### config.mk
export PLATFORM = sky130hd
export DESIGN_NAME = instr_fetch_flat
export DESIGN_NICKNAME = d
export VERILOG_FILES = /design/src/rtl/fetch_pkg.sv /design/src/rtl/instr_fetch_if.sv /design/src/rtl/instr_fetch_pc_next.sv /design/src/rtl/instr_fetch.sv /design/src/flat_wrapper.sv
export SDC_FILE = /design/constraint.sdc
export NUM_CORES = 1
export LEC_CHECK = 0
export CORE_ASPECT_RATIO = 1.1
export CORE_MARGIN = 2
export CORE_UTILIZATION = 44
export DETAILED_ROUTE_END_ITERATION = 16
export PLACE_DENSITY = 0.77
export SKIP_CTS_REPAIR_TIMING = 1
export SLEW_MARGIN = 30
export SYNTH_ARGS = -nofsm -noshare
export SYNTH_HDL_FRONTEND = slang
export SYNTH_HIERARCHICAL = 1
export SYNTH_SLANG_ARGS = --single-unit
### constraint.sdc
create_clock -name clk -period 3.05 [get_ports clk]
set_clock_uncertainty 0.05 [all_clocks]
set_input_delay 0.915 -clock clk [delete_from_list [all_inputs] [get_ports clk]]
set_output_delay 0.915 -clock clk [all_outputs]
set_load 0.005 [all_outputs]
### src/rtl/fetch_pkg.sv
// Shared fetch-unit types: run-state encoding traced by the decoder/top for the done/halt handshake.
package fetch_pkg;

  typedef enum logic [1:0] {
    IDLE = 2'd0,
    RUN  = 2'd1,
    DONE = 2'd2
  } fetch_state_t;

endpackage

### src/rtl/instr_fetch_if.sv
// Decoder/ROM-side bus of the fetch unit; master = fetch unit, slave = decoder/ROM/testbench.
interface instr_fetch_if #(
  parameter int unsigned A  = 10,
  parameter int unsigned W  = 9,
  parameter int unsigned CW = 16
);
  logic          start;
  logic          stall;
  logic          branch_en;
  logic          branch_rel;
  logic [A-1:0]  branch_target;
  logic          halt;
  logic [A-1:0]  instr_address;
  logic [W-1:0]  instr_in;
  logic [W-1:0]  instr_out;
  logic          instr_valid;
  logic [CW-1:0] retired;
  logic          done;

  modport master (
    input  start, stall, branch_en, branch_rel, branch_target, halt, instr_in,
    output instr_address, instr_out, instr_valid, retired, done
  );

  modport slave (
    output start, stall, branch_en, branch_rel, branch_target, halt, instr_in,
    input  instr_address, instr_out, instr_valid, retired, done
  );
endinterface

### src/rtl/instr_fetch_pc_next.sv
// Next-PC arithmetic: increment, absolute or PC-relative branch, all modulo 2**A.
module instr_fetch_pc_next #(
  parameter int unsigned A = 10
) (
  input  logic [A-1:0] pc,
  input  logic         branch_en,
  input  logic         branch_rel,
  input  logic [A-1:0] branch_target,
  output logic [A-1:0] next_pc,
  output logic         at_end
);

  // Two's-complement offset added at width A wraps identically in both directions.
  always_comb begin
    next_pc = pc + A'(1);
    if (branch_en) begin
      next_pc = branch_rel ? (pc + branch_target) : branch_target;
    end
  end

  assign at_end = (pc == {A{1'b1}});

endmodule

### src/rtl/instr_fetch.sv
// Instruction fetch/sequencing unit: owns the PC, drives the ROM address, counts retired instructions.
module instr_fetch
  import fetch_pkg::*;
#(
  parameter int unsigned A        = 10,
  parameter int unsigned W        = 9,
  parameter int unsigned CW       = 16,
  parameter int unsigned START_PC = 0
) (
  input  logic          clk,
  input  logic          reset,
  instr_fetch_if.master bus
);

  localparam logic [A-1:0]  PC_INIT     = A'(START_PC);
  localparam logic [CW-1:0] RETIRED_MAX = {CW{1'b1}};

  fetch_state_t  state_q, state_d;
  logic [A-1:0]  pc_q, pc_d;
  logic [CW-1:0] retired_q, retired_d;
  logic [A-1:0]  next_pc;
  logic          at_end;

  instr_fetch_pc_next #(.A(A)) u_pc_next (
    .pc            (pc_q),
    .branch_en     (bus.branch_en),
    .branch_rel    (bus.branch_rel),
    .branch_target (bus.branch_target),
    .next_pc       (next_pc),
    .at_end        (at_end)
  );

  // Sequencing priority on a retiring cycle: halt > branch > end-of-memory > increment.
  always_comb begin
    state_d   = state_q;
    pc_d      = pc_q;
    retired_d = retired_q;
    unique case (state_q)
      IDLE, DONE: begin
        if (bus.start) begin
          state_d   = RUN;
          pc_d      = PC_INIT;
          retired_d = '0;
        end
      end
      RUN: begin
        if (!bus.stall) begin
          retired_d = (retired_q == RETIRED_MAX) ? retired_q : retired_q + CW'(1);
          if (bus.halt) begin
            state_d = DONE;
          end else if (bus.branch_en) begin
            pc_d = next_pc;
          end else if (at_end) begin
            state_d = DONE;
          end else begin
            pc_d = next_pc;
          end
        end
      end
      default: state_d = IDLE;
    endcase
  end

  always_ff @(posedge clk) begin
    if (reset) begin
      state_q   <= IDLE;
      pc_q      <= PC_INIT;
      retired_q <= '0;
    end else begin
      state_q   <= state_d;
      pc_q      <= pc_d;
      retired_q <= retired_d;
    end
  end

  // ROM word passes straight through to the decoder while running.
  assign bus.instr_address = pc_q;
  assign bus.instr_valid   = (state_q == RUN);
  assign bus.instr_out     = (state_q == RUN) ? bus.instr_in : W'(0);
  assign bus.retired       = retired_q;
  assign bus.done          = (state_q == DONE);

endmodule

### src/flat_wrapper.sv
// flat-port wrapper written by rule: the top's interface ports become plain ports
module instr_fetch_flat import fetch_pkg::*;
#(
  parameter int unsigned A        = 10,
  parameter int unsigned W        = 9,
  parameter int unsigned CW       = 16,
  parameter int unsigned START_PC = 0
)
  (clk, reset, bus_start, bus_stall, bus_branch_en, bus_branch_rel, bus_branch_target, bus_halt, bus_instr_in, bus_instr_address, bus_instr_out, bus_instr_valid, bus_retired, bus_done);
  instr_fetch_if #(.A(A), .W(W), .CW(CW)) bus_i ();
  input  logic clk;
  input  logic reset;
  input wire logic [$bits(bus_i.start)-1:0] bus_start;
  input wire logic [$bits(bus_i.stall)-1:0] bus_stall;
  input wire logic [$bits(bus_i.branch_en)-1:0] bus_branch_en;
  input wire logic [$bits(bus_i.branch_rel)-1:0] bus_branch_rel;
  input wire logic [$bits(bus_i.branch_target)-1:0] bus_branch_target;
  input wire logic [$bits(bus_i.halt)-1:0] bus_halt;
  input wire logic [$bits(bus_i.instr_in)-1:0] bus_instr_in;
  output wire logic [$bits(bus_i.instr_address)-1:0] bus_instr_address;
  output wire logic [$bits(bus_i.instr_out)-1:0] bus_instr_out;
  output wire logic [$bits(bus_i.instr_valid)-1:0] bus_instr_valid;
  output wire logic [$bits(bus_i.retired)-1:0] bus_retired;
  output wire logic [$bits(bus_i.done)-1:0] bus_done;
  assign bus_i.start = bus_start;
  assign bus_i.stall = bus_stall;
  assign bus_i.branch_en = bus_branch_en;
  assign bus_i.branch_rel = bus_branch_rel;
  assign bus_i.branch_target = bus_branch_target;
  assign bus_i.halt = bus_halt;
  assign bus_i.instr_in = bus_instr_in;
  assign bus_instr_address = bus_i.instr_address;
  assign bus_instr_out = bus_i.instr_out;
  assign bus_instr_valid = bus_i.instr_valid;
  assign bus_retired = bus_i.retired;
  assign bus_done = bus_i.done;
  instr_fetch #(.A(A), .W(W), .CW(CW), .START_PC(START_PC)) u_core (.clk(clk), .reset(reset), .bus(bus_i));
endmodule
==> results.rst <==
.. list-table::
   :header-rows: 1

   * - Metric
     - Value
   * - Endpoints failing setup
     - 0
   * - Layout cells sized above 1
     - 10.9%
   * - Worst setup path startpoint
     - bus_branch_target[0]
   * - GR Util All Layers
     - 21.8%
   * - Post-layout instance count excluding filler cells
     - 433
   * - Largest cells by area after synthesis
     - dfxtp_1, a21oi_1, ha_1
   * - Peak clock frequency supported by timing
     - 339 MHz
   * - Number of cells traversed by the worst register-to-register path
     - 8
   * - Final Hold Fails
     - 0
   * - Bufs on Longest Clock Path
     - 2
   * - Count of input and output buffers
     - 62
   * - Reg2Reg Launch Point
     - u_core/bus.instr_address[1]$_SDFFE_PP0P_
   * - Capture point of the worst reg-to-reg path
     - u_core/bus.instr_address[8]$_SDFFE_PP0P_
   * - Cell variety after synth
     - 61
   * - Placed wire-length estimate
     - 4.74 mm
   * - Core area
     - 5030 um^2
   * - Setup WS pre-CTS
     - -440 ps
   * - Maximum Capacitance Violations
     - 0
   * - Sum of internal, switching and leakage power
     - 0.886 mW
   * - Post-layout worst setup margin
     - 98.7 ps
   * - Routed vias/inst
     - 5.97
   * - Yosys top cell by area
     - dfxtp_1
   * - Clock latency on the worst-skew pair
     - 280 ps
   * - Router iterations before antenna repair
     - 5
   * - DRC violation count after routing
     - 0
   * - CP required
     - 3210 ps
   * - Antenna violations before repair
     - 0
   * - Actual slew at the worst max-slew pin
     - 668 ps
   * - Unrepaired setup endpoints after global routing
     - true
   * - Critical Path End
     - u_core/bus.instr_address[8]$_SDFFE_PP0P_
   * - Share of the clock period used by the worst path after layout
     - 96.8%
   * - Drt wl/cell
     - 14.9 um
   * - Max-slew violation count
     - 0
   * - Power density of the placed cells
     - 277 nW/um^2
   * - Sequential-to-total area share from yosys stat
     - 24.2%
   * - Clock transition at the register clock pins on the worst setup and hold paths after CTS
     - 90 ps
   * - Primary FF master, synth
     - dfxtp_1
   * - Total wirelength of the detailed-routed design
     - 6.45 mm
   * - Number of synthesized flops with an enable pin
     - 0
   * - Clk Tree Root Cell
     - clkbuf_8
   * - Fraction of registers with async set/reset
     - 0%
   * - Initial Utilization
     - 46.0%
   * - Period minus WS final
     - 2950 ps
   * - Synth Instances
     - 305
   * - Clock tree from TritonCTS
     - done
   * - Clk sink count
     - 28
   * - Antenna viol nets, final
     - 0
   * - Number of nets in the layout
     - 414
   * - Leak
     - 1.18 nW
   * - Site Rows
     - 27
   * - Number of global-route vias before repair
     - 2,278
   * - Synth Area per Inst
     - 7.60 um^2
   * - Clock buffers created by TritonCTS
     - 3
   * - CP Max Fanout
     - 2
   * - Grt ovf
     - 0
   * - Cell area after synthesis
     - 2320 um^2
   * - Ant. Diodes
     - 0
   * - Nets in the synthesized netlist
     - 343
   * - Global-route wire length before repair
     - 10.6 mm
   * - Yosys warns
     - 6
   * - Die area
     - 5860 um^2
   * - Worst min-delay path class
     - flop to flop
   * - R2R Setup Slk
     - 510 ps
   * - Post-Layout Inst Area
     - 3200 um^2
   * - Portion of synthesized cell area occupied by the leading cell type
     - 24.2%
   * - Flops & latches, synth
     - 28
   * - Inst Count DP
     - 427
   * - Crit path DAT
     - 3110 ps
   * - Maximum number of pins on one net before global-route repair
     - 35
   * - Sort of element at the start of the critical path
     - primary input
   * - Type of the setup path with the least slack
     - primary input to flop
   * - Peak supply drop
     - 0.000251 V
   * - Commonest cells in the synthesized netlist
     - a21oi_1, dfxtp_1, nand2_1, nor2_1, o21ai_0
   * - Width of the die
     - 73.2 um
   * - Signed area change from the synthesized netlist to the final layout
     - 38.0%
   * - Worst relative slew slack
     - 55.4%
   * - Num ports
     - 63
   * - Result of the run
     - finished clean
   * - Total via count in the routed design
     - 2,585
   * - Final TNS setup
     - 0 ps
   * - Cell area after placement
     - 3080 um^2
   * - Vert. Die Dim
     - 80.1 um
   * - Final Wtd Congestion
     - 0.886
   * - Number of DRC markers in iteration 0
     - 169
   * - # H-tree levels
     - 1
   * - Endpoint kind of the worst setup timing path
     - flop
==> worst max-delay path, cell delays in order <==
cell,delay [ps]
clkdlybuf4s50_1,420
ha_2,190
fa_2,340
a21o_1,190
a21oi_2,150
o21bai_2,100
a2111oi_4,340
nor4_2,80
nor3_2,170
nand2_1,60
a21oi_1,130
==> state kept, by name, indices dropped and copies added, names as in the netlist <==
| signal | cells |
|---|---|
| u_core/bus.retired | 16 |
| u_core/bus.instr_address | 10 |
| u_core/state_q | 2 |
==> per-stage QoR <==
stage / hold slack, ps / util [%]
after global placement: 428 / 61.2
after detailed placement: 425 / 61.2
after floorplan: 412 / -
final: 448 / 63.5
after CTS: 448 / 62.7
after global routing: 478 / 63.5
==> power breakdown <==
group	switching [mW]	internal, mW	leakage (nW)
combinational	0.106	0.111	0.913
clock	0.115	0.176	0.0357
sequential	0.00761	0.370	0.226
total	0.229	0.657	1.18
==> cell usage in the layout (no fill, tap or decap), drive strengths merged, types with 3 or more instances in the layout <==
| master | count |
|---|---|
| xor2 | 4 |
| nor4 | 5 |
| mux2i | 6 |
| a31oi | 9 |
| a21oi | 29 |
| clkdlybuf4s50 | 61 |
| nor3 | 13 |
| a211oi | 4 |
| and3 | 3 |
| o21ai | 24 |
| inv | 12 |
| nand3 | 14 |
| buf | 19 |
| nor2b | 3 |
| nor2 | 22 |
| nand2b | 8 |
| nand4 | 4 |
| and2 | 12 |
| o32ai | 3 |
| and4 | 5 |
| nand2 | 26 |
| clkbuf | 3 |
| xnor2 | 9 |
| ha | 11 |
| o22ai | 3 |
| dfxtp | 28 |
==> layer usage <==
| layer | global-route usage (%) | up-vias | part of all wire, % |
|---|---|---|---|
| met4 | 5.37 | 0 | 2.1 |
| li1 | - | 1279 | - |
| met3 | 1.88 | 23 | 5.1 |
| met2 | 38.2 | 104 | 49 |
| met5 | 0 | - | 0 |
| met1 | 28.6 | 1179 | 43 |
==> logic make-up after synthesis <==
kind of cell | Yosys count | share of synthesized area [%]
AOI/OAI and AO/OA | 95 | 26.9
DFF | 28 | 24.2
buffers and inverters | 27 | 4.86
xor gates and xnor gates | 13 | 4.91
muxes | 6 | 2.59
and+or+nand+nor | 124 | 29.7
adders and majority gates | 12 | 6.80
==> worst min-delay path by stage <==
stage / cells past startpoint / start / slack [ps] / endpoint
global route: 1 / u_core/bus.retired[13]$_SDFFE_PP0P_ / 480 / u_core/bus.retired[13]$_SDFFE_PP0P_
global placement: 1 / u_core/bus.retired[13]$_SDFFE_PP0P_ / 430 / u_core/bus.retired[13]$_SDFFE_PP0P_
CTS: 1 / u_core/bus.retired[13]$_SDFFE_PP0P_ / 450 / u_core/bus.retired[13]$_SDFFE_PP0P_
floorplan: 1 / u_core/bus.retired[13]$_SDFFE_PP0P_ / 410 / u_core/bus.retired[13]$_SDFFE_PP0P_
finish: 1 / u_core/bus.retired[13]$_SDFFE_PP0P_ / 450 / u_core/bus.retired[13]$_SDFFE_PP0P_
detailed placement: 1 / u_core/bus.retired[13]$_SDFFE_PP0P_ / 420 / u_core/bus.retired[13]$_SDFFE_PP0P_
==> final cells by class <==
cell class / instances / area [um^2]
Clock buffer: 3 / 41.3
Clock inverter: 1 / 30.0
Fill cell: 456 / 1840
Inverter: 12 / 45.0
Multi-Input combinational cell: 250 / 1670
Sequential cell: 28 / 561
Tap cell: 58 / 72.6
Timing Repair Buffer: 81 / 778
Power figures use the tool's default switching activity.
